===== src/rtl/midi_parser_pkg.sv =====
// -----------------------------------------------------------------------------
// MIDI package: message types, the parsed message record and the per-type
// data-byte length used by the parser.
// No ports (package). Imported by midi_status_decode and midi_parser.
// -----------------------------------------------------------------------------
package MIDI;

    // Channel-voice message types, encoded as the status high nibble.
    typedef enum logic [3:0] {
        NOTE_OFF         = 4'h8,
        NOTE_ON          = 4'h9,
        POLY_PRESSURE    = 4'hA,
        CONTROL_CHANGE   = 4'hB,
        PROGRAM_CHANGE   = 4'hC,
        CHANNEL_PRESSURE = 4'hD,
        PITCH_BEND       = 4'hE
    } message_type_t;

    typedef struct packed {
        message_type_t message_type;
        logic [3:0]    channel;
        logic [6:0]    data_byte1;
        logic [6:0]    data_byte2;
    } message_t;

    localparam int DATA_LENGTH_ONE = 1;
    localparam int DATA_LENGTH_TWO = 2;

    // Number of data bytes that follow a channel status of the given type.
    function automatic int data_length(input logic [3:0] message_type);
        case (message_type)
            4'hC, 4'hD: data_length = DATA_LENGTH_ONE;
            default:    data_length = DATA_LENGTH_TWO;
        endcase
    endfunction

endpackage


===== src/rtl/midi_parser_status_decode.sv =====
// -----------------------------------------------------------------------------
// midi_status_decode: purely combinational classification of one MIDI byte.
// Ports:
//   byte_data      in  8  received byte
//   is_status      out 1  bit 7 set
//   is_realtime    out 1  0xF8-0xFF
//   is_system      out 1  0xF0-0xF7 (system common / exclusive)
//   message_type   out 4  status high nibble
//   channel        out 4  status low nibble
//   needs_two_data out 1  message type carries two data bytes
// -----------------------------------------------------------------------------
module midi_status_decode
    import MIDI::*;
(
    input  logic [7:0] byte_data,
    output logic       is_status,
    output logic       is_realtime,
    output logic       is_system,
    output logic [3:0] message_type,
    output logic [3:0] channel,
    output logic       needs_two_data
);

    always_comb begin
        is_status      = byte_data[7];
        is_realtime    = (byte_data[7:3] == 5'b11111);
        is_system      = (byte_data[7:3] == 5'b11110);
        message_type   = byte_data[7:4];
        channel        = byte_data[3:0];
        needs_two_data = (data_length(byte_data[7:4]) == DATA_LENGTH_TWO);
    end

endmodule


===== src/rtl/midi_parser.sv =====
// -----------------------------------------------------------------------------
// midi_parser: byte-stream MIDI channel-message parser with running status.
// Parameters:
//   CHANNEL  channel accepted when filtering is compiled in
// Ports:
//   clock_50_000_000 in  1  system clock (rising edge)
//   reset            in  1  synchronous, active-high reset
//   byte_data        in  8  received MIDI byte
//   byte_valid       in  1  byte_data strobe
//   message          out    last complete message (held between completions)
//   message_ready    out 1  one-cycle pulse, cycle after the final data byte
// Build option: define MIDI_CHANNEL_FILTER_EN to emit only messages on CHANNEL
// (other channels are still parsed so running status stays correct).
// -----------------------------------------------------------------------------
module midi_parser
    import MIDI::*;
#(
    parameter logic [3:0] CHANNEL = 4'd0
) (
    input  logic       clock_50_000_000,
    input  logic       reset,
    input  logic [7:0] byte_data,
    input  logic       byte_valid,
    output message_t   message,
    output logic       message_ready
);

    typedef enum logic [1:0] {
        WAIT_STATUS,
        WAIT_DATA1,
        WAIT_DATA2
    } state_t;

    state_t     state_reg, state_next;
    logic [3:0] run_type_reg, run_type_next;
    logic [3:0] run_channel_reg, run_channel_next;
    logic [6:0] data1_reg, data1_next;
    message_t   message_reg, message_next;
    logic       ready_reg, ready_next;

    logic       is_status, is_realtime, is_system, needs_two_data;
    logic [3:0] dec_type, dec_channel;
    logic       run_two_data;
    logic       channel_match;

    midi_status_decode u_decode (
        .byte_data      (byte_data),
        .is_status      (is_status),
        .is_realtime    (is_realtime),
        .is_system      (is_system),
        .message_type   (dec_type),
        .channel        (dec_channel),
        .needs_two_data (needs_two_data)
    );

    assign run_two_data = (data_length(run_type_reg) == DATA_LENGTH_TWO);

`ifdef MIDI_CHANNEL_FILTER_EN
    assign channel_match = (run_channel_reg == CHANNEL);
`else
    assign channel_match = 1'b1;
    logic unused_channel;
    assign unused_channel = ^CHANNEL;
`endif

    always_ff @(posedge clock_50_000_000) begin
        if (reset) begin
            state_reg       <= WAIT_STATUS;
            run_type_reg    <= 4'd0;
            run_channel_reg <= 4'd0;
            data1_reg       <= 7'd0;
            message_reg     <= '0;
            ready_reg       <= 1'b0;
        end else begin
            state_reg       <= state_next;
            run_type_reg    <= run_type_next;
            run_channel_reg <= run_channel_next;
            data1_reg       <= data1_next;
            message_reg     <= message_next;
            ready_reg       <= ready_next;
        end
    end

    always_comb begin
        state_next       = state_reg;
        run_type_next    = run_type_reg;
        run_channel_next = run_channel_reg;
        data1_next       = data1_reg;
        message_next     = message_reg;
        ready_next       = 1'b0;

        if (byte_valid) begin
            if (is_realtime) begin
                // Real-time bytes may interleave anywhere; they leave no trace.
            end else if (is_system) begin
                state_next       = WAIT_STATUS;
                run_type_next    = 4'd0;
                run_channel_next = 4'd0;
            end else if (is_status) begin
                // A new status abandons any partial message.
                state_next       = WAIT_DATA1;
                run_type_next    = dec_type;
                run_channel_next = dec_channel;
            end else begin
                case (state_reg)
                    WAIT_DATA1: begin
                        data1_next = byte_data[6:0];
                        if (run_two_data) begin
                            state_next = WAIT_DATA2;
                        end else if (channel_match) begin
                            message_next.message_type = message_type_t'(run_type_reg);
                            message_next.channel      = run_channel_reg;
                            message_next.data_byte1   = byte_data[6:0];
                            message_next.data_byte2   = 7'd0;
                            ready_next                = 1'b1;
                        end
                    end
                    WAIT_DATA2: begin
                        state_next = WAIT_DATA1;
                        if (channel_match) begin
                            // Note-on with zero velocity is a note-off.
                            if (run_type_reg == 4'h9 && byte_data[6:0] == 7'd0)
                                message_next.message_type = NOTE_OFF;
                            else
                                message_next.message_type = message_type_t'(run_type_reg);
                            message_next.channel    = run_channel_reg;
                            message_next.data_byte1 = data1_reg;
                            message_next.data_byte2 = byte_data[6:0];
                            ready_next              = 1'b1;
                        end
                    end
                    default: begin
                        // Data without a running status is discarded.
                    end
                endcase
            end
        end
    end

    assign message       = message_reg;
    assign message_ready = ready_reg;

endmodule


===== config.mk =====
export PLATFORM = sky130hd
export DESIGN_NAME = midi_parser
export DESIGN_NICKNAME = d
export VERILOG_FILES = /design/src/rtl/midi_parser_pkg.sv /design/src/rtl/midi_parser_status_decode.sv /design/src/rtl/midi_parser.sv
export SDC_FILE = /design/constraint.sdc
export NUM_CORES = 1
export LEC_CHECK = 0
export BUFFER_PORTS_ARGS = -buffer_cell sky130_fd_sc_hd__buf_2
export CAP_MARGIN = 20
export CORE_MARGIN = 10
export CORE_UTILIZATION = 55
export CTS_CLUSTER_DIAMETER = 40
export DETAILED_ROUTE_END_ITERATION = 8
export GPL_TIMING_DRIVEN = 0
export PLACE_DENSITY = 0.83
export REMOVE_ABC_BUFFERS = 1
export SYNTH_ARGS = -nofsm -noshare
export SYNTH_HDL_FRONTEND = slang
export SYNTH_SLANG_ARGS = --single-unit

===== constraint.sdc =====
create_clock -name clock_50_000_000 -period 4.8 [get_ports clock_50_000_000]
set_input_delay 0.48 -clock clock_50_000_000 [delete_from_list [all_inputs] [get_ports clock_50_000_000]]
set_output_delay 0.48 -clock clock_50_000_000 [all_outputs]
set_load 0.05 [all_outputs]

# == Word level (Yosys, flattened, before mapping) ==
# Cells that the tools add are included.
# classes
n_eq_ne,10
muxes,14
n_reduce_logical,11
n_bitwise,4
# ops
operator,count
$pmux W22 S2,1
$eq A32 B3 Y1 const B,1
$mux W22,1
$mux W4,5
$eq A4 B4 Y1 const B,3
$eq A5 B5 Y1 const B,2
$mux W2,4
$logic_not A7 Y1,1
$reduce_and A6 Y1,1
$reduce_and A5 Y1,1
$reduce_or A5 Y1,1
$ne A4 B4 Y1 const B,1
$not A1 Y1,4
$pmux W2 S2,1
$reduce_and A4 Y1,1
$reduce_bool A2 Y1,2
$reduce_bool A4 Y1,1
$reduce_and A3 Y1,1
$eq A2 B1 Y1 const B,1
$eq A2 B2 Y1 const B,1
$ne A2 B2 Y1 const B,1
$pmux W1 S2,1
$reduce_or A2 Y1,1
$logic_and A1 B1 Y1,1
$mux W1,1
# totals
ff_bits,40
word_cells,48

# == Longest topological paths before layout ==
# logic_depth
depth_word,8
ltp_mapped,7

# == Hierarchy ==
# A second synthesis with hierarchy kept.
# unflattened
cells_unflattened,224
area_unflattened_um2,2031.9
# by_module_without_submodules
mod,n_inst,area_each_um2,cells_each
midi_parser,1,1939.4,210
midi_status_decode,1,92.6,14

# == Least setup slack after synthesis ==
# OpenSTA, ideal clock, no wires.
# synth_path
path_kind,register to register
start,register state_reg[1]
end,register message_reg (netlist bit message[10])
stages_incl_launch_ff,8
setup_time_ps,116
slack_ps,3247
arrival_time_ps,1438
t_required_ps,4684
cell_sequence,dfxtp_1 > inv_1 > ha_1 > nand4b_4 > a21o_1 > buf_2 > buf_6 > a31o_1
# synth_between
elab_chain_len,3
word_cells_on_any_way,6
# synth_rtl
element,line,text
start: declaration,midi_parser.sv:34,"state_t state_reg, state_next;"
start signal: assignment,midi_parser.sv:75,state_reg <= state_next;
$eq A2 B1 Y1 or $eq A2 B2 Y1 (tied branches),midi_parser.sv:105,case (state_reg)
$ne A2 B2 Y1 (no source line) or $reduce_bool A2 Y1 (tied branches),--,
$reduce_and A6 Y1 (no source line),--,
end signal: assignment,midi_parser.sv:79,message_reg <= message_next;
end: declaration,midi_parser.sv:38,"message_t message_reg, message_next;"
# Parallel ways exist; a longest one is shown, timed or not.
# A chain may end at the register's enable or synchronous reset.

# == Worst setup path in the final report ==
# layout_path
start,register state_reg[0]
end,register message_reg (netlist bit message[3])
# Same word-level chain as after synthesis.

==> results.md <==
* Outcome: finished, final reports clean
* RSZ-0062 raised after global routing: false
* Drt wl/cell at 17.3 um
* Post-CTS sizing at 0
* Sum Neg Setup Slack at 0 ps
* Die ar. at 0.00596 sq mm
* Synth Register Bits at 40
* DR vias at 1,441
* Number of synthesized flops with an enable pin at 0
* Commonest non-fill, non-tap cell in the layout: dfxtp_1
* Final Hold Viols at 0
* Crit-path slowest cell: ha_1
* Clk buf depth at 2
* CP Class: flop to flop
* Row cnt at 20
* Htree depth at 2
* Post-CTS Setup Inserts at 0
* RePlAce Congestion at 0.849
* Antenna cell count at 0
* First-pass GRT wire length at 7040 um
* DR pass1 iterations at 4
* Clock Pin Slew Worst Setup and Hold Paths at 110 ps
* DR iter-0 viols at 99
* Place WS at 2390 ps
* Port buffer count at 33
* Element type at the critical path end: flop
* CTS tree: done
* Core box area at 0.00310 sq mm
* Leak at 0.878 nW
* Post-synth ARST share at 0
* Flip-flop count of the largest register after layout at 22
* Worst Clk Skew at 3.31 ps
* Top delay family on crit path: compound AO/OA/AOI/OAI gates
* CTS Sinks at 40
* IO Count at 34
* Largest net degree at the start of global routing at 31
* Detailed-route wire length at 4190 um
* Root Buffer: clkbuf_4
* Tcrit/Tclk final at 0.515
* Largest stage delay, worst path at 550 ps
* Most frequent cells in the layout: 40 x dfxtp_1, 33 x buf_2, 22 x mux2i_1
* Post-DP HPWL at 2960 um
* Number of buffers and inverters on the critical path at 1
* Post-layout nets at 211
* Post-synthesis sequential area ratio at 0.445
* CP cell instances: inv_1 -> ha_1 -> nand2b_1 -> a21o_1 -> a32o_1
* WP data required at 5060 ps
* Post-route ant nets at 0
* Crit path max fanout at 17
* Synth Area per Inst at 10.5 sq um
* Worst Hold Class: primary input to flop
* Netlist cell types at 38
* Number of remaining DRC errors at 0
* Final setup violation count at 0
* CTS Hold Buffers Added at 0
* Fraction of layout cells with a size suffix above 1 at 0.261
* Post-Syn Area at 0.00180 sq mm
* Vias in the first global route at 1,435
* Pins Over Slew Limit at 0
* Die X at 77.2 um
* Worst slew pin tran at 913 ps
* Max_cap viols at 0
* Post-route setup slack at 2330 ps
* Via/cell ratio at 5.93
* Slew headroom at 0.391
* Initial Util at 0.580
* Initial antenna violation count at 0
* Crit path DAT at 2730 ps
* PD cells at 312 mW/mm^2
* GRT overflow at 0
* Synth warn at 0
* GRT Total Usage at 0.143
* Max Clk Rate at 405 MHz
* Post-layout min period at 2470 ps
* Height of the die at 77.2 um
* Gate Count Post-Synth at 171
* CTS Buf Count at 5
* Startpoint types: flop
* Maximum vdd drop at 0.262 mV
* Syn-to-layout area delta at 12.7%
* Worst skew pair latency at 350 ps
* Synth Flop Type: dfxtp_1
-- layer usage --
layer / GRT usage / share of wire
met1: 0.159 / 0.42
met2: 0.238 / 0.50
met3: 0.0536 / 0.065
met4: 0.0620 / 0.012
met5: 0 / 0
-- Yosys cell counts, types with 3 or more instances --
library cell   n  area [sq um]
a32o_1         7          70.1
dfxtp_1       40           801
a31o_1         7          61.3
nand2b_1       3          18.8
nand3_1        3          15.0
nand2_1       17          63.8
o32ai_1        6          52.6
mux2i_1       22           220
inv_1         10          37.5
nor2_1         9          33.8
clkbuf_1       4          15.0
a2111oi_2      8           120
buf_2          6          30.0
-- cells by family (layout without fill, tap and decap cells) --
family	after synthesis	in the layout	share of synthesized area
buffers and inverters	23	51	0.0584
adders and majority gates	2	2	0.0139
and+or+nand+nor	44	44	0.131
DFF	40	40	0.445
AOI/OAI and AO/OA	39	39	0.224
muxes	23	23	0.129
-- through the flow --
| step | total power [mW] | hold WS (ps) | utilization | cell area (sq um) | instances |
|---|---|---|---|---|---|
| final | 0.633 | 408 | 0.654 | 2030 | 243 |
| after detailed placement | 0.422 | 453 | 0.629 | 1950 | 235 |
| after floorplan | 0.396 | 435 | - | 1730 | 158 |
| after CTS | 0.636 | 407 | 0.654 | 2030 | 243 |
| after global placement | 0.419 | 439 | 0.629 | 1950 | 235 |
| after global routing | 0.657 | 413 | 0.654 | 2030 | 243 |
-- layout make-up --
type / instances / area (sq um)
fill: 274 / 1070
inverter: 10 / 37.5
sequential: 40 / 801
clock buffer: 6 / 41.3
timing repair buffer: 33 / 165
multi-input combinational: 108 / 895
tap: 44 / 55.1
clock inverter: 2 / 35.0
-- where the power goes --
group | total (mW) | switching, mW | internal (mW) | leakage (nW)
sequential | 0.344 | 0.00479 | 0.339 | 0.324
clock | 0.218 | 0.108 | 0.109 | 0.0422
combinational | 0.0709 | 0.0492 | 0.0217 | 0.512
-- path summary, 6_finish.rpt --
check                                               start                  endpoint  slack (ps)  depth (start not counted)
worst max-delay path            state_reg[0]$_SDFFE_PP0P_   message[3]$_SDFFE_PP0P_        2330                          5
worst min-delay path                         byte_data[2]   message[2]$_SDFFE_PP0P_         410                          2
worst max register to register  state_reg[0]$_SDFFE_PP0P_   message[3]$_SDFFE_PP0P_        2330                          5
worst min register to register   message[15]$_SDFFE_PP0P_  message[15]$_SDFFE_PP0P_         460                          2
(Power assumes the default switching activity.)
